==> src/rtl/mem_port_arbiter.sv <==
// rtl/mem_port_arbiter.sv - fetch vs load/store arbiter onto one single-ported memory
// Optional watchdog enabled by defining ARB_TIMEOUT_EN.
module mem_port_arbiter #(
    parameter int ADDR_W         = 32,
    parameter int DSTREAK_MAX    = 4
`ifdef ARB_TIMEOUT_EN
    ,
    parameter int TIMEOUT_CYCLES = 64
`endif
) (
    input  logic              clk,
    input  logic              rst_n,
    input  logic              if_req,
    input  logic [ADDR_W-1:0] if_addr,
    output logic              if_gnt,
    output logic              if_rvalid,
    output logic [31:0]       if_rdata,
    input  logic              d_req,
    input  logic              d_we,
    input  logic [2:0]        d_funct3,
    input  logic [ADDR_W-1:0] d_addr,
    input  logic [31:0]       d_wdata,
    output logic              d_gnt,
    output logic              d_rvalid,
    output logic [31:0]       d_rdata,
    output logic              mem_req,
    input  logic              mem_ready,
    output logic              mem_we,
    output logic [2:0]        mem_funct3,
    output logic [ADDR_W-1:0] mem_addr,
    output logic [31:0]       mem_wdata,
    input  logic              mem_rvalid,
    input  logic [31:0]       mem_rdata
`ifdef ARB_TIMEOUT_EN
    ,
    output logic              arb_err
`endif
);

    typedef enum logic [1:0] {IDLE, REQ, WAIT} state_t;

    localparam int SW = $clog2(DSTREAK_MAX + 1);

    state_t        state;
    logic          owner_d;
    logic [SW-1:0] streak;
    logic [31:0]   if_rdata_q;
    logic [31:0]   d_rdata_q;
    logic          streak_full;
    logic          pick_d;
    logic          grant_d;
    logic          grant_if;
    logic          resp;
    logic          timeout_hit;
    logic          done;
    logic [31:0]   resp_data;

    // Data normally wins; a full streak lets a waiting fetch through once.
    assign streak_full = (streak == SW'(DSTREAK_MAX));
    assign pick_d      = d_req && !(if_req && streak_full);
    assign grant_d     = rst_n && (state == IDLE) && pick_d;
    assign grant_if    = rst_n && (state == IDLE) && !pick_d && if_req;
    assign if_gnt      = grant_if;
    assign d_gnt       = grant_d;

    assign resp      = (state == WAIT) && mem_rvalid;
    assign done      = resp || timeout_hit;
    assign resp_data = resp ? mem_rdata : 32'h0;
    assign if_rvalid = done && !owner_d;
    assign d_rvalid  = done && owner_d;
    assign if_rdata  = if_rvalid ? resp_data : if_rdata_q;
    assign d_rdata   = d_rvalid ? resp_data : d_rdata_q;

    // A request abandoned by the watchdog is withdrawn so memory never accepts it.
    assign mem_req = (state == REQ) && !timeout_hit;

`ifdef ARB_TIMEOUT_EN
    localparam int WD_W = $clog2(TIMEOUT_CYCLES + 1);

    logic [WD_W-1:0] wd_cnt;
    logic            err_q;

    assign timeout_hit = (state != IDLE) && (wd_cnt == WD_W'(TIMEOUT_CYCLES - 1));
    assign arb_err     = err_q || timeout_hit;

    always_ff @(posedge clk or negedge rst_n) begin
        if (!rst_n) begin
            wd_cnt <= '0;
            err_q  <= 1'b0;
        end else begin
            if (state == IDLE || timeout_hit) begin
                wd_cnt <= '0;
            end else begin
                wd_cnt <= wd_cnt + 1'b1;
            end
            if (timeout_hit) begin
                err_q <= 1'b1;
            end
        end
    end
`else
    assign timeout_hit = 1'b0;
`endif

    always_ff @(posedge clk or negedge rst_n) begin
        if (!rst_n) begin
            state      <= IDLE;
            owner_d    <= 1'b0;
            streak     <= '0;
            mem_we     <= 1'b0;
            mem_funct3 <= 3'b000;
            mem_addr   <= '0;
            mem_wdata  <= 32'h0;
            if_rdata_q <= 32'h0;
            d_rdata_q  <= 32'h0;
        end else begin
            if (if_rvalid) begin
                if_rdata_q <= resp_data;
            end
            if (d_rvalid) begin
                d_rdata_q <= resp_data;
            end
            case (state)
                IDLE: begin
                    if (grant_d) begin
                        owner_d    <= 1'b1;
                        mem_we     <= d_we;
                        mem_funct3 <= d_funct3;
                        mem_addr   <= d_addr;
                        mem_wdata  <= d_wdata;
                        state      <= REQ;
                        if (!if_req) begin
                            streak <= '0;
                        end else if (!streak_full) begin
                            streak <= streak + 1'b1;
                        end
                    end else if (grant_if) begin
                        owner_d    <= 1'b0;
                        mem_we     <= 1'b0;
                        mem_funct3 <= 3'b010;
                        mem_addr   <= if_addr;
                        mem_wdata  <= 32'h0;
                        streak     <= '0;
                        state      <= REQ;
                    end
                end
                REQ: begin
                    if (timeout_hit) begin
                        state <= IDLE;
                    end else if (mem_ready) begin
                        state <= WAIT;
                    end
                end
                WAIT: begin
                    if (done) begin
                        state <= IDLE;
                    end
                end
                default: state <= IDLE;
            endcase
        end
    end

endmodule
==> config.mk <==
export PLATFORM = sky130hd
export DESIGN_NAME = mem_port_arbiter
export DESIGN_NICKNAME = d
export VERILOG_FILES = /design/src/rtl/mem_port_arbiter.sv
export SDC_FILE = /design/constraint.sdc
export NUM_CORES = 1
export LEC_CHECK = 0
export CAP_MARGIN = 5
export CORE_MARGIN = 8
export CORE_UTILIZATION = 60
export DETAILED_ROUTE_END_ITERATION = 10
export DONT_BUFFER_PORTS = 1
export PLACE_DENSITY = 0.76
export SLEW_MARGIN = 40
export SYNTH_ARGS = -nofsm -noshare
export SYNTH_HDL_FRONTEND = slang
export SYNTH_SLANG_ARGS = --single-unit
==> constraint.sdc <==
create_clock -name clk -period 4.3 [get_ports clk]
set_clock_uncertainty 0.1 [all_clocks]
set_input_delay 0.645 -clock clk [delete_from_list [all_inputs] [get_ports clk]]
set_output_delay 0.645 -clock clk [all_outputs]
set_load 0.03 [all_outputs]
==> flow_summary.yaml <==
synth:
  synthesis.area_um2: 5722
  post_synth_num_cell_types: 32
  yosysTopAreaCellShare_pct: 60.35
  synth_edf_count: 0
  yosys_warnings: 0
  synthArstFlopShare_pct: 100.0
  synthesis.area_per_instance_um2: 13.85
  synthFlopType: "dfrtp_1"
  syn_inst: 413
  synth.most_common_cell: "dfrtp_1"
  yosys-top-cells-count: "dfrtp_1, mux2_2, a22o_1"
  ys_top_cells_by_area: "dfrtp_1, mux2_2, a22o_1"
  yosysSeqAreaShare_pct: 60.35
  yosys.area.top_type: "dfrtp_1"
  syn_nets: 553
  ys_ff_latch: 138
finish:
  stdcell_area_um2: 6335
  num-fill-cells: 632
  seqCellArea_um2: 3453
  num_antenna_cells: 0
  area_growth_pct: 10.72
  layout-drive-gt1-share_pct: 24.88
  multiInputGateArea_um2: 2059
  num-nets-final: 541
  post-route-util_pct: 68.56
sta:
  fmax_mhz: 327.6
  whs_ns: 0.05106
  fin_setup_tns_ns: 0
  slew_violations: 0
  period_minus_slack_ns: 3.052
  setup-violations-final: 0
  period_share_pct: 70.99
  tightest_slew_ns: 0.7015
  maxSlewHeadroom_pct: 53.16
  rsz0062_at_grt: "no"
  hold_violations: 0
drt:
  via_per_inst: 6.729
  drcViolationCount: 0
  vias: 3654
  drtIter0Drc: 243
  drt_pass1_iterations: 4
  antenna_left: 0
  drt-total-wl_um: 15520
  wl_per_cell_um: 28.58
power_and_ir_drop:
  peakVddDrop_uv: 532.7
  p_int_mw: 3.277
  seqPwrFrac_pct: 47.3
  total_power_mw: 6.080
  leakage_nw: 2.719
  clockPowerShare_pct: 22.2
  power.switching_mw: 2.803
  sw_frac_of_total_pct: 46.11
  power_density_nw_per_um2: 959.7
  combinationalPowerShare_pct: 30.6
critical_path:
  critPathKind: "reg2out"
  critPathMaxFanout: 33
  reg2reg_from: "state[0]$_DFFE_PN0P_"
  cp_slowest_cell: "mux2_1"
  crit_family: "multiplexers"
  worstRegToRegCells: 4
  crit_required_ns: 3.56
  start_kind: "register"
  crit_buf_inv: 1
  regToRegSetupSlack_ns: 2.15
  crit_arrival_ns: 2.31
  max_stage_delay_ns: 0.53
  crit_path_end_kind: "output port"
  rr_endpoint: "streak[0]$_DFFE_PN0P_"
  crit_chain: "nand2b_1 > nor3b_4 > buf_4 > mux2_1"
floorplan:
  fp.coreArea_um2: 9240
  die-area_um2: 12920
  die_h_um: 113.7
  io_pins: 275
  die_w_um: 113.7
  initial_core_util_pct: 61.92
  num_rows: 35
placement:
  hpwl_um: 11100
  io_buffers: 0
  gp_congestion: 0.8042
  place_area_um2: 5753
clocking:
  clk-insertion-delay-late_ns: 0.49
  hold_buffers: 1
  cts_root_buffer: "clkbuf_8"
  post-cts-setup-buffers: 0
  h-tree-depth: 4
  cts_max_path_buffers: 2
  clock-sinks: 138
  cts_buffers: 17
  clkTransAtPathRegs_ns: 0.06
  ctsResizeCount: 0
  cts_tree: "built"
global_route:
  grtUsageTotal_pct: 23.66
  grt_pass1_vias: 3943
  gr-total-overflow: 0
  antenna_found_initial: 0
  grt_max_degree: 139
  grt_pass1_wl_um: 23550
flow_run:
  maxCapViolCount: 0
status:
  status: "finished, final reports clean"
worst_hold_path:
  hold_class: "in2async"
## flip-flops by register name, summed over array words and instances, names as in the netlist
signal,flops
state,2
d_rdata_q,32
mem_addr,32
mem_funct3,3
owner_d,1
streak,3
mem_we,1
if_rdata_q,32
mem_wdata,32
## through the flow
step	cells	worst slack (ns)
floorplan	413	1.859
global route	543	1.089
CTS	543	1.218
detailed placement	510	1.670
finish	543	1.248
global placement	510	1.793
## cells by family (layout without fill, tap and decap cells)
| family | count (synthesis) | in the layout | synth area share [%] |
|---|---|---|---|
| AND/OR/NAND/NOR | 25 | 25 | 2.821 |
| AO/OA/AOI/OAI | 138 | 138 | 19.94 |
| adder cells (fa/ha/maj) | 2 | 2 | 0.4373 |
| flip-flops | 138 | 138 | 60.35 |
| multiplexers | 64 | 64 | 12.60 |
| buffers and inverters | 46 | 47 | 3.849 |
## worst max path at each step
stage / startpoint / slack, ns / endpoint / depth (start not counted)
3_5_place_dp: rst_n / 1.67 / d_gnt / 3
2_1_floorplan: d_req / 1.86 / if_gnt / 5
4_1_cts: state[0]$_DFFE_PN0P_ / 1.22 / if_rdata[10] / 4
6_report: state[0]$_DFFE_PN0P_ / 1.25 / if_rdata[13] / 4
3_3_place_gp: mem_rvalid / 1.79 / if_rdata[10] / 3
5_1_grt: state[0]$_DFFE_PN0P_ / 1.09 / if_rdata[13] / 4
## power by group through the flow
stage / Sequential [mW] / Clock, mW / Combinational, mW
after floorplan: 2.74 / 0 / 1.65
after global placement: 2.88 / 0 / 1.79
after detailed placement: 2.90 / 0 / 1.85
after CTS: 2.88 / 1.38 / 1.88
after global routing: 2.94 / 1.43 / 1.98
final: 2.87 / 1.35 / 1.86
## per-layer routing
layer	share of wire (%)	routed length, µm	global-route usage [%]	up-vias
met5	0	0	0	-
met4	2.8	441	11.46	0
met3	13	1962	10.94	26
met2	50	7754	38.38	218
met1	35	5358	25.79	1828
li1	-	-	-	1582
## layout by cell type, fill, tap and decap left out, drive strengths merged
master and n:
o31ai 30, a2bb2oi 30, nand4b 1, bufinv 1
nor3b 3, a31oi 1, buf 8, mux2 64
or2 1, clkbuf 18, clkinv 3, a22o 35
nand2 7, ha 2, a311oi 30, a21oi 2
clkinvlp 3, nand4bb 1, dfrtp 138, inv 14
or3b 1, o22a 1, and3 1, o22ai 3
nand3 2, o21ai 2, nand2b 2, a211oi 4
nor2 6
## final cells by class
type                            instances  share of cell area (%)
Clock buffer                           18                   6.597
Clock inverter                         14                   2.153
Inverter                                7                  0.4148
Multi-Input combinational cell        229                   32.51
Sequential cell                       138                   54.51
Tap cell                              129                   2.548
Timing Repair Buffer                    8                   1.264
Power figures use the tool's default switching activity.
